`config.mk`:
```
export PLATFORM = sky130hd
export DESIGN_NAME = keypad_scan_decoder
export DESIGN_NICKNAME = d
export VERILOG_FILES = /design/src/rtl/seg_char_pkg.sv /design/src/rtl/scan_tick_gen.sv /design/src/rtl/keypad_scan_decoder.sv
export SDC_FILE = /design/constraint.sdc
export NUM_CORES = 1
export LEC_CHECK = 0
export BUFFER_PORTS_ARGS = -buffer_cell sky130_fd_sc_hd__buf_4
export CAP_MARGIN = 20
export CORE_ASPECT_RATIO = 0.9
export CORE_MARGIN = 1.5
export CORE_UTILIZATION = 64
export DETAILED_ROUTE_END_ITERATION = 8
export GPL_TIMING_DRIVEN = 0
export PLACE_DENSITY = 0.82
export SLEW_MARGIN = 20
export SYNTH_ARGS = -nofsm -noshare
export SYNTH_HDL_FRONTEND = slang
export SYNTH_HIERARCHICAL = 1
export SYNTH_SLANG_ARGS = --single-unit
```
`constraint.sdc`:
```
create_clock -name sys_clk -period 4 [get_ports sys_clk]
set_input_delay 0.4 -clock sys_clk [delete_from_list [all_inputs] [get_ports sys_clk]]
set_output_delay 0.4 -clock sys_clk [all_outputs]
set_load 0.02 [all_outputs]
```
`src/rtl/seg_char_pkg.sv`:
```
// rtl/seg_char_pkg.sv - character codes shared by the display decoder and keypad decoder
package seg_char_pkg;

  typedef logic [5:0] char_code_t;

  localparam char_code_t CH_0     = 6'd0;
  localparam char_code_t CH_1     = 6'd1;
  localparam char_code_t CH_2     = 6'd2;
  localparam char_code_t CH_3     = 6'd3;
  localparam char_code_t CH_4     = 6'd4;
  localparam char_code_t CH_5     = 6'd5;
  localparam char_code_t CH_6     = 6'd6;
  localparam char_code_t CH_7     = 6'd7;
  localparam char_code_t CH_8     = 6'd8;
  localparam char_code_t CH_9     = 6'd9;
  localparam char_code_t CH_A     = 6'd10;
  localparam char_code_t CH_B     = 6'd11;
  localparam char_code_t CH_C     = 6'd12;
  localparam char_code_t CH_D     = 6'd13;
  localparam char_code_t CH_E     = 6'd14;
  localparam char_code_t CH_F     = 6'd15;
  localparam char_code_t CH_BLANK = 6'd16;

endpackage

```
`src/rtl/scan_tick_gen.sv`:
```
// rtl/scan_tick_gen.sv - row dwell divider producing the column sample tick and row index
module scan_tick_gen #(
  parameter int SCAN_DIV = 50000
) (
  input  logic       clk,
  input  logic       rst,
  output logic       sample_tick,
  output logic [1:0] row
);

  localparam int DW = (SCAN_DIV > 1) ? $clog2(SCAN_DIV) : 1;

  logic [DW-1:0] div;

  // Columns are sampled at the very end of the dwell so they get the full dwell to settle
  assign sample_tick = (div == DW'(SCAN_DIV - 1));

  // Divider counts 0..SCAN_DIV-1, then the row index advances mod 4
  always_ff @(posedge clk) begin
    if (rst) begin
      div <= '0;
      row <= 2'd0;
    end else if (sample_tick) begin
      div <= '0;
      row <= row + 2'd1;
    end else begin
      div <= div + DW'(1);
    end
  end

endmodule

```
`src/rtl/keypad_scan_decoder.sv`:
```
// rtl/keypad_scan_decoder.sv - 4x4 keypad scanner with frame-level debounce and key code output
import seg_char_pkg::*;

module keypad_scan_decoder #(
  parameter int SCAN_DIV        = 50000,
  parameter int DEBOUNCE_FRAMES = 4
) (
  input  logic       sys_clk,
  input  logic       sys_rst,
  input  logic [3:0] col_in,
  output logic [3:0] row_out,
  output logic [5:0] key_code,
  output logic       key_valid,
  output logic       key_held
);

  localparam int CW = $clog2(DEBOUNCE_FRAMES + 1);
  localparam logic [CW-1:0] CNT_DONE = CW'(DEBOUNCE_FRAMES);

  typedef enum logic [1:0] {FR_NONE, FR_ONE, FR_MULTI} frame_kind_t;
  typedef enum logic [1:0] {S_IDLE, S_DEBOUNCE, S_PRESSED, S_RELEASE} state_t;

  logic [3:0]  col_meta, col_sync;
  logic        sample_tick;
  logic [1:0]  row;
  logic [3:0]  active;
  logic [2:0]  row_hits;
  logic [1:0]  hit_col;
  logic [2:0]  total_hits;
  logic [1:0]  sat_hits;
  logic [3:0]  new_pos;
  logic [1:0]  acc_hits;
  logic [3:0]  acc_pos;
  logic        frame_done;
  frame_kind_t frame_kind;
  logic [3:0]  frame_pos;
  state_t      state;
  logic [3:0]  cand;
  logic [CW-1:0] cnt;

  scan_tick_gen #(.SCAN_DIV(SCAN_DIV)) u_tick (
    .clk         (sys_clk),
    .rst         (sys_rst),
    .sample_tick (sample_tick),
    .row         (row)
  );

  // Key position {row, col} to character code; '*' and '#' show as E and F
  function automatic char_code_t key_map(input logic [3:0] pos);
    case (pos)
      4'd0:    return CH_1;
      4'd1:    return CH_2;
      4'd2:    return CH_3;
      4'd3:    return CH_A;
      4'd4:    return CH_4;
      4'd5:    return CH_5;
      4'd6:    return CH_6;
      4'd7:    return CH_B;
      4'd8:    return CH_7;
      4'd9:    return CH_8;
      4'd10:   return CH_9;
      4'd11:   return CH_C;
      4'd12:   return CH_E;
      4'd13:   return CH_0;
      4'd14:   return CH_F;
      default: return CH_D;
    endcase
  endfunction

  // Two-flop synchronizer for the asynchronous, active-low column pins
  always_ff @(posedge sys_clk) begin
    if (sys_rst) begin
      col_meta <= 4'hF;
      col_sync <= 4'hF;
    end else begin
      col_meta <= col_in;
      col_sync <= col_meta;
    end
  end

  // Drive the next row low as soon as the current row has been sampled
  always_ff @(posedge sys_clk) begin
    if (sys_rst) begin
      row_out <= 4'b1110;
    end else if (sample_tick) begin
      row_out <= ~(4'b0001 << (row + 2'd1));
    end
  end

  // Count pressed columns in the current row; lowest column wins when only one is pressed
  always_comb begin
    active   = ~col_sync;
    row_hits = 3'd0;
    hit_col  = 2'd0;
    for (int c = 3; c >= 0; c--) begin
      if (active[c]) begin
        row_hits = row_hits + 3'd1;
        hit_col  = 2'(c);
      end
    end
    total_hits = {1'b0, acc_hits} + row_hits;
    sat_hits   = (total_hits >= 3'd2) ? 2'd2 : total_hits[1:0];
    new_pos    = (row_hits == 3'd1) ? {row, hit_col} : acc_pos;
  end

  // Accumulate a whole frame; the result is published one cycle after row 3 is sampled
  always_ff @(posedge sys_clk) begin
    if (sys_rst) begin
      acc_hits   <= 2'd0;
      acc_pos    <= 4'd0;
      frame_done <= 1'b0;
      frame_kind <= FR_NONE;
      frame_pos  <= 4'd0;
    end else begin
      frame_done <= 1'b0;
      if (sample_tick) begin
        if (row == 2'd3) begin
          frame_done <= 1'b1;
          frame_kind <= (sat_hits == 2'd0) ? FR_NONE :
                        (sat_hits == 2'd1) ? FR_ONE : FR_MULTI;
          frame_pos  <= new_pos;
          acc_hits   <= 2'd0;
          acc_pos    <= 4'd0;
        end else begin
          acc_hits <= sat_hits;
          acc_pos  <= new_pos;
        end
      end
    end
  end

  // Debounce FSM stepped once per completed frame; one pulse per accepted press, no auto-repeat
  always_ff @(posedge sys_clk) begin
    if (sys_rst) begin
      state     <= S_IDLE;
      cand      <= 4'd0;
      cnt       <= '0;
      key_code  <= CH_0;
      key_valid <= 1'b0;
      key_held  <= 1'b0;
    end else begin
      key_valid <= 1'b0;
      if (frame_done) begin
        case (state)
          S_IDLE: begin
            if (frame_kind == FR_ONE) begin
              cand <= frame_pos;
              cnt  <= CW'(1);
              if (DEBOUNCE_FRAMES == 1) begin
                key_code  <= key_map(frame_pos);
                key_valid <= 1'b1;
                key_held  <= 1'b1;
                state     <= S_PRESSED;
              end else begin
                state <= S_DEBOUNCE;
              end
            end
          end
          S_DEBOUNCE: begin
            if (frame_kind == FR_ONE) begin
              if (frame_pos == cand) begin
                cnt <= cnt + CW'(1);
                if (cnt + CW'(1) == CNT_DONE) begin
                  key_code  <= key_map(cand);
                  key_valid <= 1'b1;
                  key_held  <= 1'b1;
                  state     <= S_PRESSED;
                end
              end else begin
                cand <= frame_pos;
                cnt  <= CW'(1);
              end
            end else begin
              cnt   <= '0;
              state <= S_IDLE;
            end
          end
          S_PRESSED: begin
            if (frame_kind == FR_NONE) begin
              cnt <= CW'(1);
              if (DEBOUNCE_FRAMES == 1) begin
                key_held <= 1'b0;
                state    <= S_IDLE;
              end else begin
                state <= S_RELEASE;
              end
            end
          end
          S_RELEASE: begin
            if (frame_kind == FR_NONE) begin
              cnt <= cnt + CW'(1);
              if (cnt + CW'(1) == CNT_DONE) begin
                key_held <= 1'b0;
                state    <= S_IDLE;
              end
            end else begin
              cnt   <= '0;
              state <= S_PRESSED;
            end
          end
          default: state <= S_IDLE;
        endcase
      end
    end
  end

endmodule

```
# ---- After elaboration in Yosys (flattened, before gate mapping)
# Memory sizes are Yosys's and may differ from the RTL's. A register that Yosys moved wholly into a read port is not among the register bits.
# Cells that the tools add are included.
dict set report classes {
  n_mux 40
  add_sub_neg 7
  reduce_logical 14
  bitwise_logic 7
  n_eq_ne 21
  magnitude_cmp 1
  shift 1
}
# cell count
set op_table {}
lappend op_table {{two-way mux 2 bit} 15}
lappend op_table {{two-way mux 3 bit} 8}
lappend op_table {{two-way mux 4 bit} 5}
lappend op_table {{adder 16 x 1 -> 16 bit, second input constant} 1}
lappend op_table {{== test 16 bit, second input constant} 1}
lappend op_table {{!= test 2 bit, second input constant} 8}
lappend op_table {{adder 3 x 1 -> 3 bit, second input constant} 4}
lappend op_table {{one-hot mux 3 bit (4 select lines)} 1}
lappend op_table {{AND reduction 5 bit} 2}
lappend op_table {{!= test 3 bit, second input constant} 3}
lappend op_table {{two-way mux 1 bit} 8}
lappend op_table {{NOT 4 bit} 2}
lappend op_table {{one-hot mux 2 bit (4 select lines)} 1}
lappend op_table {{one-hot mux 4 bit (2 select lines)} 1}
lappend op_table {{AND reduction 7 bit} 1}
lappend op_table {{== test 2 x 1 -> 1 bit, second input constant} 3}
lappend op_table {{== test 2 bit, second input constant} 3}
lappend op_table {{logical NOT 2 bit} 3}
lappend op_table {{AND reduction 6 bit} 1}
lappend op_table {{NOT 1 bit} 5}
lappend op_table {{OR reduction 5 bit} 1}
lappend op_table {{== test 4 bit} 1}
lappend op_table {{nonzero test 2 bit} 2}
lappend op_table {{OR reduction 2 bit} 2}
lappend op_table {{other kinds (9)} 9}
dict set report totals {
  rom_bits 64
  in_bits 6
  output_inout_bits 12
  reg_bits 60
  mem_count 1
}
# name words word_bits read_ports rd_ports_with_merged_regs wr line
set mem_list {}
lappend mem_list {{(no name shown)} 16 4 1 1 0 keypad_scan_decoder.sv:50} ;# case (pos)

# ---- Logic depth before layout (Yosys ltp)
# Gate-level depths: netlist of run 1.
dict set report logic_depth {
  depth_word 14
  mapped_depth 12
}

# ---- Cells and area by module
# Netlist of run 1, hierarchy kept.
# mod area_each_um2 seq_area_each_um2 cells_per_inst n_inst
set modules_own_cells {}
lappend modules_own_cells {keypad_scan_decoder 2006.9 800.8 219 1}
lappend modules_own_cells {scan_tick_gen 845.8 360.3 94 1}

# ---- Least setup slack after synthesis of run 1
# Ideal clock, no wire load.
dict set report synth_path {
  path_type {reg-to-reg}
  start {reg col_sync[2]}
  end {reg frame_kind[0]}
  path_stages_with_launch 12
  path_slack_ps 1568
  path_buffers 0
  setup_ps 116
  synth_period_minus_slack_ps 2432
  t_arrival_ps 2315
  path_cell_list {dfxtp_1 > inv_1 > ha_1 > xnor2_2 > ha_1 > nor2_1 > a31o_1 > inv_1 > fa_1 > xnor2_1 > nor2_1 > a41o_1}
}
dict set report synth_between {
  elab_chain_len 12
}
# item line
set synth_rtl {}
lappend synth_rtl {{from (decl)} keypad_scan_decoder.sv:23} ;# logic [3:0] col_meta, col_sync;
lappend synth_rtl {{from (signal assigned)} keypad_scan_decoder.sv:77} ;# col_sync <= col_meta;
lappend synth_rtl {{NOT 4 bit *} keypad_scan_decoder.sv:92} ;# active = ~col_sync;
lappend synth_rtl {{two-way mux 3 bit *} keypad_scan_decoder.sv:96} ;# if (active[c]) begin
lappend synth_rtl {{adder 3 x 1 -> 3 bit} keypad_scan_decoder.sv:97} ;# row_hits = row_hits + 3'd1;
lappend synth_rtl {{two-way mux 3 bit *} keypad_scan_decoder.sv:96}
lappend synth_rtl {{adder 3 x 1 -> 3 bit} keypad_scan_decoder.sv:97}
lappend synth_rtl {{two-way mux 3 bit *} keypad_scan_decoder.sv:96}
lappend synth_rtl {{adder 2 x 3 -> 3 bit *} keypad_scan_decoder.sv:101} ;# total_hits = {1'b0, acc_hits} + row_hits;
lappend synth_rtl {{greater-or-equal comparator 3 x 2 -> 1 bit} keypad_scan_decoder.sv:102} ;# sat_hits = (total_hits >= 3'd2) ? 2'd2 : total_hits[1:0];
lappend synth_rtl {{two-way mux 2 bit *} keypad_scan_decoder.sv:102}
lappend synth_rtl {{== test 2 x 1 -> 1 bit} keypad_scan_decoder.sv:120} ;# (sat_hits == 2'd1) ? FR_ONE : FR_MULTI;
lappend synth_rtl {{two-way mux 2 bit} keypad_scan_decoder.sv:120}
lappend synth_rtl {{two-way mux 2 bit *} keypad_scan_decoder.sv:119} ;# frame_kind <= (sat_hits == 2'd0) ? FR_NONE :
lappend synth_rtl {{to (signal assigned)} keypad_scan_decoder.sv:119}
lappend synth_rtl {{to (decl)} keypad_scan_decoder.sv:35} ;# frame_kind_t frame_kind;
# Every way passes the cells marked *; elsewhere a longest branch is shown, timed or not.
# A chain may end at the register's enable or synchronous reset.

# ---- Worst setup path after layout of run 1
dict set report layout_path {
  start {reg u_tick.div[8]}
  end {reg frame_pos[0]}
}
dict set report layout_between {
  elab_chain_len 2
}
# item line
set layout_rtl {}
lappend layout_rtl {{from (decl)} scan_tick_gen.sv:13} ;# logic [DW-1:0] div;
lappend layout_rtl {{from (signal assigned)} scan_tick_gen.sv:27} ;# div <= div + DW'(1);
lappend layout_rtl {{== test 16 bit} scan_tick_gen.sv:16} ;# assign sample_tick = (div == DW'(SCAN_DIV - 1));
lappend layout_rtl {{via sample_tick} keypad_scan_decoder.sv:24} ;# logic sample_tick;
lappend layout_rtl {{AND reduction 2 bit (no line)} n/a}
lappend layout_rtl {{to (signal assigned)} keypad_scan_decoder.sv:121} ;# frame_pos <= new_pos;
lappend layout_rtl {{to (decl)} keypad_scan_decoder.sv:36} ;# logic [3:0] frame_pos;
# The timed path passes the listed nets, and every way through them passes these cells.

==> flow_summary_export.csv, run 1 <==
group,metric,value,unit
synth,syn_inst,313,
final_layout,syn_to_final_growth,13.2,%
setup_path,path_class,"reg2reg",
setup_path,worstReg2RegStart,"u_tick/div[8]",
synth,synth_fa_ha_area_share,6.40,%
place,hpwl,3.89,mm
synth,synthTopCellsByArea,"dfxtp_1 41%, nor2_1 5.8%, ha_1 5.7%",
timing,drv_slew,0,
final_layout,layout-drive-gt1-share,16.0,%
die,design.die.area,0.00487,mm2
global_route,grt_max_degree,11,
final_layout,antenna_cells,0,
die,rows,22,
global_route,antenna_found_initial,0,
route,drc,0,
clocking,path_clk_slew,0.06,ns
synth,yosys.area_share.simple,25.1,%
synth,yosysWarnings,10,
die,initial_core_util,68.2,%
power_and_ir_drop,cellLeakagePower,1.22,nW
place,port_buffers,15,
setup_path,slowest_delay,0.52,ns
clocking,clockBufferDepth,2,
final_layout,fillers,308,
synth,yosys.area.top_type,"dfxtp_1",
power_and_ir_drop,powerDensity,361,mW/mm2
clocking,post_cts_buffers,0,
synth,synth_xor_area_share,7.59,%
place,gp_congestion,0.853,
setup_path,worstSetupStartpointType,"flop",
global_route,grt_use_met2,43.2,%
setup_path,endpoint_kind,"flop",
setup_path,endpoint,"frame_pos[0]",
timing,tightest_slew,0.589,ns
setup_path,path_max_fanout,10,
route,drt_pre_antenna_iters,4,
setup_path,required,4.26,ns
synth,synth_ff_type,"dfxtp_1",
global_route,grt-ovfl-total,0,
setup_path,cp_slowest_cell,"nor3_1",
setup_path,crit_cells,9,
timing,setup_viol,0,
setup_path,r2r_setup_slack,1.22,ns
synth,synth_compound_area_share,10.6,%
die,ios,18,
global_route,grt_pass1_vias,2120,
setup_path,critical_path_buf_inv_count,2,
setup_path,reg2reg_to,"frame_pos[0]",
route,post_drt_via_cell_ratio,5.64,
clocking,cts_max_level,3,
timing,hold_viol,0,
timing,slew-limit-headroom,60.5,%
clocking,ctsResizeCount,0,
route,num_vias,2277,
timing,min_period_over_period,69.4,%
setup_path,path_delay_family,"simple AND/OR/NAND/NOR gates",
synth,avgSynthCellArea,9.11,um2
timing,period_needed,2.78,ns
timing,rsz0062_at_grt,"false",
clocking,cts_buffers,9,
timing,hold_ws,0.240,ns
die,die_h,66.3,um
final_layout,nets,360,
synth,yosysUniqueCellTypes,53,
synth,ys_ff_latch,58,
timing,tns,0,ns
setup_path,cp.arrival,3.03,ns
setup_path,crit_path_start,"u_tick/div[8]",
die,core_area,0.00418,mm2
global_route,grt_pass1_wl,9.45,mm
clocking,cts_tree,"done",
power_and_ir_drop,p_total,1.17,mW
run,max-cap-violations,0,
global_route,grtUsageTotal,26.1,%
synth,synth_top_family_by_area,"simple AND/OR/NAND/NOR gates",
route,drtIter0Drc,191,
clocking,clkSinkCount,58,
route,ant_nets,0,
power_and_ir_drop,peakVddDrop,390,uV
global_route,grt_busiest_layer,"met2",
timing,clock-skew-final,0.00796,ns
setup_path,path_cells,"nand2_1 -> nor3_1 -> nand4_1 -> nor3_1 -> inv_1 -> nor2_1 -> clkbuf_1 -> nor2_1 -> a311oi_1",
setup_path,rr_worst_depth,9,
timing,fmax,0.360,GHz
synth,synth.mux.area_fraction,4.30,%
global_route,groute.layer.met1.usage,30.7,%
synth,seq_area_frac_synth,40.7,%
die,die_x,73.4,um
synth,synth_edf_count,0,
min_path,hp-class,"in2reg",
synth,async_flop_share,0,%
clocking,cts_hold_buffers,0,
synth,netlist_area,0.00285,mm2
clocking,clkLatencyLatePin,0.34,ns
route,wl_per_cell,13.7,um
global_route,met3_usage,9.76,%
run_status,status,"finished, final reports clean",
clocking,clockRootBuffer,"clkbuf_8",
synth,synth_top_area_share,40.7,%
route,wl,5.54,mm
==> area by class of cell <==
cell class,count,area [um2],share of cell area (%)
multi-input combinational,228,1550,48.0
sequential,58,1160,36.0
clock buffer,12,145,4.49
timing repair buffer,15,113,3.49
buffer,14,93.8,2.91
tap,60,75.1,2.32
inverter,14,52.6,1.63
clock inverter,3,40.0,1.24
==> per-stage QoR <==
stage | utilization (%) | setup WS (ns) | std cells | area, um2
4_1_cts | 77.2 | 1.24 | 404 | 3230
6_report | 77.2 | 1.22 | 404 | 3230
2_1_floorplan | - | 1.57 | 314 | 2860
3_3_place_gp | 72.8 | 1.31 | 389 | 3040
5_1_grt | 77.2 | 0.914 | 404 | 3230
3_5_place_dp | 72.8 | 1.27 | 389 | 3040
==> metal layers <==
metal | part of all wire (%) | vias up
met5 | 0 | -
met4 | 1.7 | 0
met3 | 6.4 | 7
met2 | 46 | 65
met1 | 46 | 1055
li1 | - | 1150
==> logic make-up after synthesis <==
kind of cell    after synthesis
compound gates               42
xor+xnor                     23
fa+ha+maj                    14
buf+inv                      28
flops                        58
mux                          11
other cells                   1
simple gates                136
==> sequential cells by signal, summed over array words and instances (netlist names) <==
signal	flops
u_tick/div	16
cnt	3
col_meta	4
frame_kind	2
frame_done	1
key_code	4
acc_hits	2
row_out	4
col_sync	4
frame_pos	4
u_tick/row	2
state	2
acc_pos	4
cand	4
key_valid	1
key_held	1
==> worst register-to-register path, delay by kind of cell (launching register included) <==
kind,cells,cell delay [ns]
DFF,1,0.44
buffers and inverters,2,0.60
AOI/OAI and AO/OA,1,0.23
and+or+nand+nor,6,1.43
==> cell usage after synthesis, types with 2 or more instances <==
library cell  count
clkbuf_1          7
nor2_1           44
nor3_1           11
and3_1            3
xnor2_1          18
nand4_1           9
a31o_2            2
dfxtp_1          58
o22ai_1           2
a311oi_1          2
o32ai_1           2
a21oi_1           9
or2_2             8
nand2b_1          6
or2_1             3
xor2_1            3
a41o_1            2
o21ai_1           2
buf_2             2
a31oi_1           3
nor4_4            2
nand2_1          18
buf_4             2
nor2b_1           3
nand3_1          13
buf_6             2
mux2i_1          10
a2111oi_2         2
o21ai_0           5
ha_1             13
nor4_1            6
a211oi_1          5
inv_1            14
nand3b_1          2
xnor2_2           2
==> how the worst min path moves through the flow <==
stage	start	endpoint	slack [ns]	depth (start not counted)
after CTS	col_in[2]	col_meta[2]	0.23	2
after detailed placement	col_meta[1]	col_sync[1]	0.39	1
after global placement	col_meta[1]	col_sync[1]	0.39	1
after floorplan	col_meta[0]	col_sync[0]	0.39	1
final	col_in[2]	col_meta[2]	0.24	2
after global routing	col_in[3]	col_meta[3]	0.24	2
==> layout by cell type, fill, tap and decap left out, drive strengths merged, types with 3 or more instances in the layout <==
master   netlist  layout
or2           11      11
nor2          44      44
a21oi          9       9
mux2i         10      10
nor2b          3       3
a211oi         5       5
nand4          9       9
nand3         13      13
clkbuf         7      19
xnor2         20      20
a31oi          3       3
nand2         19      19
and3           3       3
buf            7      22
inv           14      14
o21ai          7       7
a2111oi        3       3
nand2b         6       6
nor3          11      11
ha            13      13
a31o           3       3
nor4           8       8
dfxtp         58      58
xor2           3       3
==> power by group <==
group          internal (mW)  switching (mW)  leakage, nW  total (mW)
sequential             0.584         0.00508        0.470       0.589
combinational         0.0259          0.0337        0.650      0.0596
clock                  0.299           0.217       0.0962       0.516
total                  0.909           0.256         1.22        1.17
No activity file was read; power rests on OpenSTA's default activity.
==> inputs of run 2 (changes only) <==
--- a/config.mk
+++ b/config.mk
@@ -5,14 +5,15 @@
 export SDC_FILE = /design/constraint.sdc
 export NUM_CORES = 1
 export LEC_CHECK = 0
+export ABC_AREA = 1
 export BUFFER_PORTS_ARGS = -buffer_cell sky130_fd_sc_hd__buf_4
 export CAP_MARGIN = 20
 export CORE_ASPECT_RATIO = 0.9
 export CORE_MARGIN = 1.5
-export CORE_UTILIZATION = 64
+export CORE_UTILIZATION = 55
 export DETAILED_ROUTE_END_ITERATION = 8
 export GPL_TIMING_DRIVEN = 0
-export PLACE_DENSITY = 0.82
+export PLACE_DENSITY = 0.75
 export SLEW_MARGIN = 20
 export SYNTH_ARGS = -nofsm -noshare
 export SYNTH_HDL_FRONTEND = slang
==> constraint.sdc (replaced) <==
create_clock -name sys_clk -period 2.5 [get_ports sys_clk]
set_input_delay 0.25 -clock sys_clk [delete_from_list [all_inputs] [get_ports sys_clk]]
set_output_delay 0.25 -clock sys_clk [all_outputs]
set_load 0.02 [all_outputs]
==> run 2 against run 1 <==
Net effect:
- final area up 9.3%
- fmax is 18% higher
- sequential cell count is the same
- core utilization decreased by 11 points
- setup slack worse by 1.1 ns
- largest cell class unchanged
==> flow_summary_export.csv, run 2 <==
group,metric,value,unit
global_route,grt_pass1_wl,10.5,mm
timing,clock-skew-final,0.00377,ns
die,die_h,74.0,um
global_route,grtUsageTotal,22.7,%
die,core_area,0.00532,mm2
synth,avgSynthCellArea,7.23,um2
clocking,cts_tree,"done",
die,rows,25,
final_layout,nets,476,
route,wl,6.18,mm
route,num_vias,2727,
setup_path,required,2.72,ns
run_status,status,"finished, final reports clean",
final_layout,fillers,497,
timing,drv_slew,0,
setup_path,path_max_fanout,3,
clocking,clkSinkCount,58,
die,design.die.area,0.00605,mm2
timing,tightest_slew,0.561,ns
global_route,grt_max_degree,11,
power_and_ir_drop,powerDensity,539,mW/mm2
synth,seq_area_frac_synth,37.7,%
global_route,grt_pass1_vias,2531,
min_path,hp-class,"in2reg",
setup_path,worstSetupStartpointType,"flop",
synth,synth_top_area_share,37.7,%
place,hpwl,4.54,mm
final_layout,antenna_cells,0,
synth,syn_inst,426,
place,gp_congestion,0.856,
synth,synthTopCellsByArea,"dfxtp_1 38%, nand2_1 13%, nor2_1 6.5%",
power_and_ir_drop,cellLeakagePower,1.52,nW
synth,ys_ff_latch,58,
synth,synth_edf_count,0,
synth,async_flop_share,0,%
synth,synth_ff_type,"dfxtp_1",
timing,setup_viol,0,
final_layout,instances_no_fill,528,
global_route,grt-ovfl-total,0,
clocking,cts_buffers,9,
setup_path,endpoint_kind,"flop",
clocking,cts_hold_buffers,0,
die,initial_core_util,57.9,%
route,post_drt_via_cell_ratio,5.16,
place,place_inst,509,
clocking,path_clk_slew,0.06,ns
timing,period_needed,2.36,ns
clocking,clockRootBuffer,"clkbuf_8",
route,drt_pre_antenna_iters,4,
synth,yosysUniqueCellTypes,35,
synth,synth_common_cells,"106 x nand2_1, 58 x dfxtp_1, 53 x nor2_1",
setup_path,path_class,"reg2reg",
route,ant_nets,0,
place,port_buffers,15,
synth,yosysWarnings,10,
final_layout,syn_to_final_growth,14.6,%
run,max-cap-violations,0,
synth,yosys.area.top_type,"dfxtp_1",
global_route,antenna_found_initial,0,
timing,min_period_over_period,94.5,%
final_layout,largest_reg_flops,16,
clocking,clkLatencyLatePin,0.33,ns
final_layout,layout-drive-gt1-share,19.5,%
setup_path,cp.arrival,2.58,ns
timing,slew-limit-headroom,62.6,%
power_and_ir_drop,peakVddDrop,607,uV
synth,synth.most_common_cell,"nand2_1",
final_layout,layout_commonest_cell,"nand2_1",
timing,rsz0062_at_grt,"false",
route,drtIter0Drc,110,
timing,hold_viol,0,
route,drc,0,
timing,tns,0,ns
final_layout,regMostFlops,"u_tick/div",
clocking,clockBufferDepth,2,
final_layout,mostFrequentLayoutCells,"104 x nand2_1, 56 x dfxtp_1, 53 x nor2_1, 39 x inv_1, 34 x nand3_1",
die,die_x,81.9,um
route,wl_per_cell,11.7,um
timing,fmax,0.423,GHz
clocking,cts_max_level,3,
die,ios,18,
synth,netlist_area,0.00308,mm2
==> run 2: cell count changes in the layout (fill, tap and decap cells not counted), sizes merged, moves of 5 or more <==
cell / delta
o21ai: +7
xor2: +7
xnor2: -18
nand2b: -6
nor2: +16
mux2i: -10
nand3: +29
nand2: +95
nor4: -8
inv: +34
nor3: -8
a21oi: +16
a211oi: -5
==> run 2: cells by family after synthesis <==
kind of cell             count (synthesis)  share of synthesized area (%)
flip-flops                              58                           37.7
AND/OR/NAND/NOR                        242                           37.3
AO/OA/AOI/OAI                           41                           7.03
buffers and inverters                   58                           8.25
other                                    1                          0.122
XOR/XNOR                                12                           3.66
adder cells (fa/ha/maj)                 14                           5.94
==> run 2: layer usage <==
| metal | global-route usage [%] | up-vias | share of wire, % |
|---|---|---|---|
| li1 | - | 1410 | - |
| met4 | 6.59 | 0 | 0.19 |
| met5 | 0 | - | 0 |
| met1 | 28.3 | 1252 | 48 |
| met2 | 37.1 | 63 | 47 |
| met3 | 7.98 | 2 | 4.4 |
==> run 2: final cells by class <==
type	count	area (um2)	area share [%]
Multi-Input combinational cell	311	1690	48.0
Sequential cell	58	1160	33.0
Inverter	49	185	5.25
Clock buffer	14	163	4.61
Timing Repair Buffer	18	135	3.83
Tap cell	67	83.8	2.38
Buffer	9	68.8	1.95
Clock inverter	2	35.0	0.993
==> run 2: metrics by stage <==
step	total power, mW	hold slack, ns	setup slack [ns]	utilization, %	instance area (um2)
finish	1.90	0.0990	0.139	66.4	3530
global route	1.98	0.0773	0.0159	66.4	3530
CTS	1.92	0.0863	0.0550	66.4	3530
detailed placement	1.06	0.397	-0.261	61.7	3280
global placement	1.06	0.391	-0.146	61.7	3280
floorplan	1.03	0.319	0.00421	-	3090
==> run 2: timing repair <==
action / in CTS / in global routing
setup buffers: 3 / 0
pin swaps: 4 / 5
setup endpoints to repair: 4 / 3
gates resized for setup: 8 / 3
==> run 2: worst paths after layout <==
path | slack (ns) | from | depth (start not counted) | to
setup / recovery | 0.14 | col_sync[2] | 13 | frame_kind[0]
hold / removal | 0.1 | col_in[3] | 2 | col_meta[3]
setup reg to reg | 0.14 | col_sync[2] | 13 | frame_kind[0]
hold reg to reg | 0.41 | col_meta[2] | 1 | col_sync[2]
==> run 2: power by group <==
part	internal [mW]	leakage (nW)	switching, mW	total (mW)
clock network	0.514	0.101	0.340	0.854
registers	0.935	0.469	0.00764	0.942
logic	0.0426	0.952	0.0621	0.105
total	1.49	1.52	0.410	1.90
==> run 2: worst max-delay path: stages, from the launching register on <==
cell and delay (ns):
dfxtp_2 0.32, inv_1 0.06, ha_4 0.27, inv_1 0.06
nand2_2 0.08, nand2_1 0.06, ha_1 0.27, or2_4 0.26
nand2_4 0.05, inv_1 0.05, fa_2 0.52, inv_2 0.05
nand4_1 0.12, o21ai_1 0.08
==> inputs of run 3 (changes only) <==
--- a/config.mk
+++ b/config.mk
@@ -10,10 +10,10 @@
 export CAP_MARGIN = 20
 export CORE_ASPECT_RATIO = 0.9
 export CORE_MARGIN = 1.5
-export CORE_UTILIZATION = 55
+export CORE_UTILIZATION = 50
 export DETAILED_ROUTE_END_ITERATION = 8
 export GPL_TIMING_DRIVEN = 0
-export PLACE_DENSITY = 0.75
+export PLACE_DENSITY = 0.67
 export SLEW_MARGIN = 20
 export SYNTH_ARGS = -nofsm -noshare
 export SYNTH_HDL_FRONTEND = slang
==> constraint.sdc (replaced) <==
create_clock -name sys_clk -period 2.65 [get_ports sys_clk]
set_input_delay 0.265 -clock sys_clk [delete_from_list [all_inputs] [get_ports sys_clk]]
set_output_delay 0.265 -clock sys_clk [all_outputs]
set_load 0.02 [all_outputs]
==> run 3 against run 2 <==
Net effect:
- sequential power down 5.6%
- clock skew up 0.00056 ns
- final area down 0.28%
- final cell count unchanged
- via count down 4.5%
- combinational power down 8%
- critical endpoint is now acc_hits[1]
- largest power group unchanged
==> flow_summary_export.csv, run 3 (synthesized netlist as in run 2, its figures left out) <==
group,metric,value,unit
run_status,status,"finished, final reports clean",
timing,slew-limit-headroom,62.2,%
die,die_x,85.7,um
final_layout,mostFrequentLayoutCells,"104 x nand2_1, 57 x dfxtp_1, 53 x nor2_1, 40 x inv_1, 34 x nand3_1",
power_and_ir_drop,cellLeakagePower,1.52,nW
place,place_inst,512,
setup_path,crit_top_cell,"inv_1",
route,wl_per_cell,11.2,um
clocking,cts_buffers,9,
timing,fmax,0.405,GHz
route,drtIter0Drc,91,
setup_path,endpoint_kind,"flop",
clocking,clkLatencyLatePin,0.33,ns
place,place_ws,-0.0723,ns
setup_path,cp_slowest_cell,"fa_1",
setup_path,worstSetupStartpointType,"flop",
final_layout,stdcell_area,0.00352,mm2
setup_path,required,2.85,ns
setup_path,rr_worst_depth,16,
final_layout,instances_no_fill,528,
timing,min_period_over_period,93.2,%
final_layout,largest_reg_flops,16,
final_layout,syn_to_final_growth,14.3,%
route,drt_pre_antenna_iters,4,
timing,rsz0062_at_grt,"false",
place,port_buffers,15,
global_route,grt_pass1_wl,10.8,mm
global_route,grt-ovfl-total,0,
place,gp_congestion,0.798,
power_and_ir_drop,peakVddDrop,379,uV
clocking,cts_max_level,3,
die,design.die.area,0.00664,mm2
clocking,clockBufferDepth,2,
min_path,whs_path_depth,2,
min_path,hp-class,"in2reg",
timing,tightest_slew,0.567,ns
clocking,clkSinkCount,58,
clocking,clockRootBuffer,"clkbuf_8",
timing,period_needed,2.47,ns
place,hpwl,4.32,mm
clocking,cts_hold_buffers,0,
route,num_vias,2605,
die,rows,26,
final_layout,antenna_cells,0,
setup_path,critical_path_buf_inv_count,4,
timing,tns,0,ns
setup_path,slowest_delay,0.41,ns
global_route,grt_max_degree,11,
timing,clock-skew-final,0.00433,ns
setup_path,cp.arrival,2.67,ns
die,die_h,77.4,um
global_route,antenna_found_initial,0,
place,postPlaceCellArea,0.00328,mm2
setup_path,path_class,"reg2reg",
clocking,cts_tree,"done",
route,wl,5.93,mm
timing,drv_slew,0,
final_layout,layout_commonest_cell,"nand2_1",
route,drc,0,
route,post_drt_via_cell_ratio,4.93,
die,ios,18,
setup_path,path_max_fanout,5,
final_layout,regMostFlops,"u_tick/div",
clocking,path_clk_slew,0.06,ns
final_layout,nets,475,
setup_path,crit_cells,16,
setup_path,path_cells,"inv_1 -> ha_4 -> inv_1 -> nand2_2 -> nand2_1 -> ha_1 -> or2_4 -> nand2_4 -> inv_1 -> fa_1 -> inv_1 -> nand2_1 -> nand2_2 -> nand2_2 -> nand2_1 -> a21oi_2",
die,core_area,0.00582,mm2
run,max-cap-violations,0,
timing,layout_setup_ws,0.180,ns
power_and_ir_drop,powerDensity,511,mW/mm2
timing,setup_viol,0,
global_route,grt_pass1_vias,2465,
route,ant_nets,0,
final_layout,layout-drive-gt1-share,19.2,%
global_route,grtUsageTotal,20.3,%
timing,hold_viol,0,
die,initial_core_util,52.9,%
final_layout,fin_util,60.4,%
setup_path,path_delay_family,"adder cells",
-- run 3: cell type report --
cell class	count	area [um2]
timing repair buffer	17	128
buffer	9	68.8
fill	544	2300
multi-input combinational	311	1700
clock inverter	3	40.0
tap	70	87.6
clock buffer	11	151
sequential	58	1160
inverter	49	185
-- run 3: final timing paths --
path	start	to	slack, ns
worst min-delay path	col_in[2]	col_meta[2]	0.11
worst min register to register	col_meta[1]	col_sync[1]	0.41
worst max register to register	col_sync[2]	acc_hits[1]	0.18
worst max-delay path	col_sync[2]	acc_hits[1]	0.18
-- run 3: per-layer routing --
metal  track usage (%)  up-vias  share of wire, %
li1                  -     1403                 -
met3              5.43        9               4.6
met4              7.42        0               1.2
met5                 0        -                 0
met2              31.7       27                44
met1              27.0     1166                50
-- run 3: timing repair --
action	4_1_cts	5_1_grt
endpoints found under the hold margin	0	0
resized for setup	3	6
setup endpoints to repair	4	4
buffers inserted	0	2
pin swaps	0	1
-- run 3: where the power goes --
| group | switching [mW] | leakage (nW) | internal [mW] |
|---|---|---|---|
| Combinational | 0.0575 | 0.950 | 0.0390 |
| Sequential | 0.00728 | 0.469 | 0.881 |
| Clock | 0.341 | 0.101 | 0.472 |
-- run 3: worst reg2reg max path, cell delays in order, from the launching register on --
cell and delay [ns]:
dfxtp_2 0.34, inv_1 0.06, ha_4 0.28, inv_1 0.06, nand2_2 0.08, nand2_1 0.06
ha_1 0.29, or2_4 0.26, nand2_4 0.06, inv_1 0.05, fa_1 0.41, inv_1 0.06
nand2_1 0.06, nand2_2 0.08, nand2_2 0.06, nand2_1 0.07, a21oi_2 0.05
-- run 3: through the flow --
step	hold WS [ns]	power, mW
floorplan	0.334	0.974
global placement	0.391	0.996
detailed placement	0.392	0.998
CTS	0.0961	1.81
global route	0.0996	1.87
finish	0.109	1.80
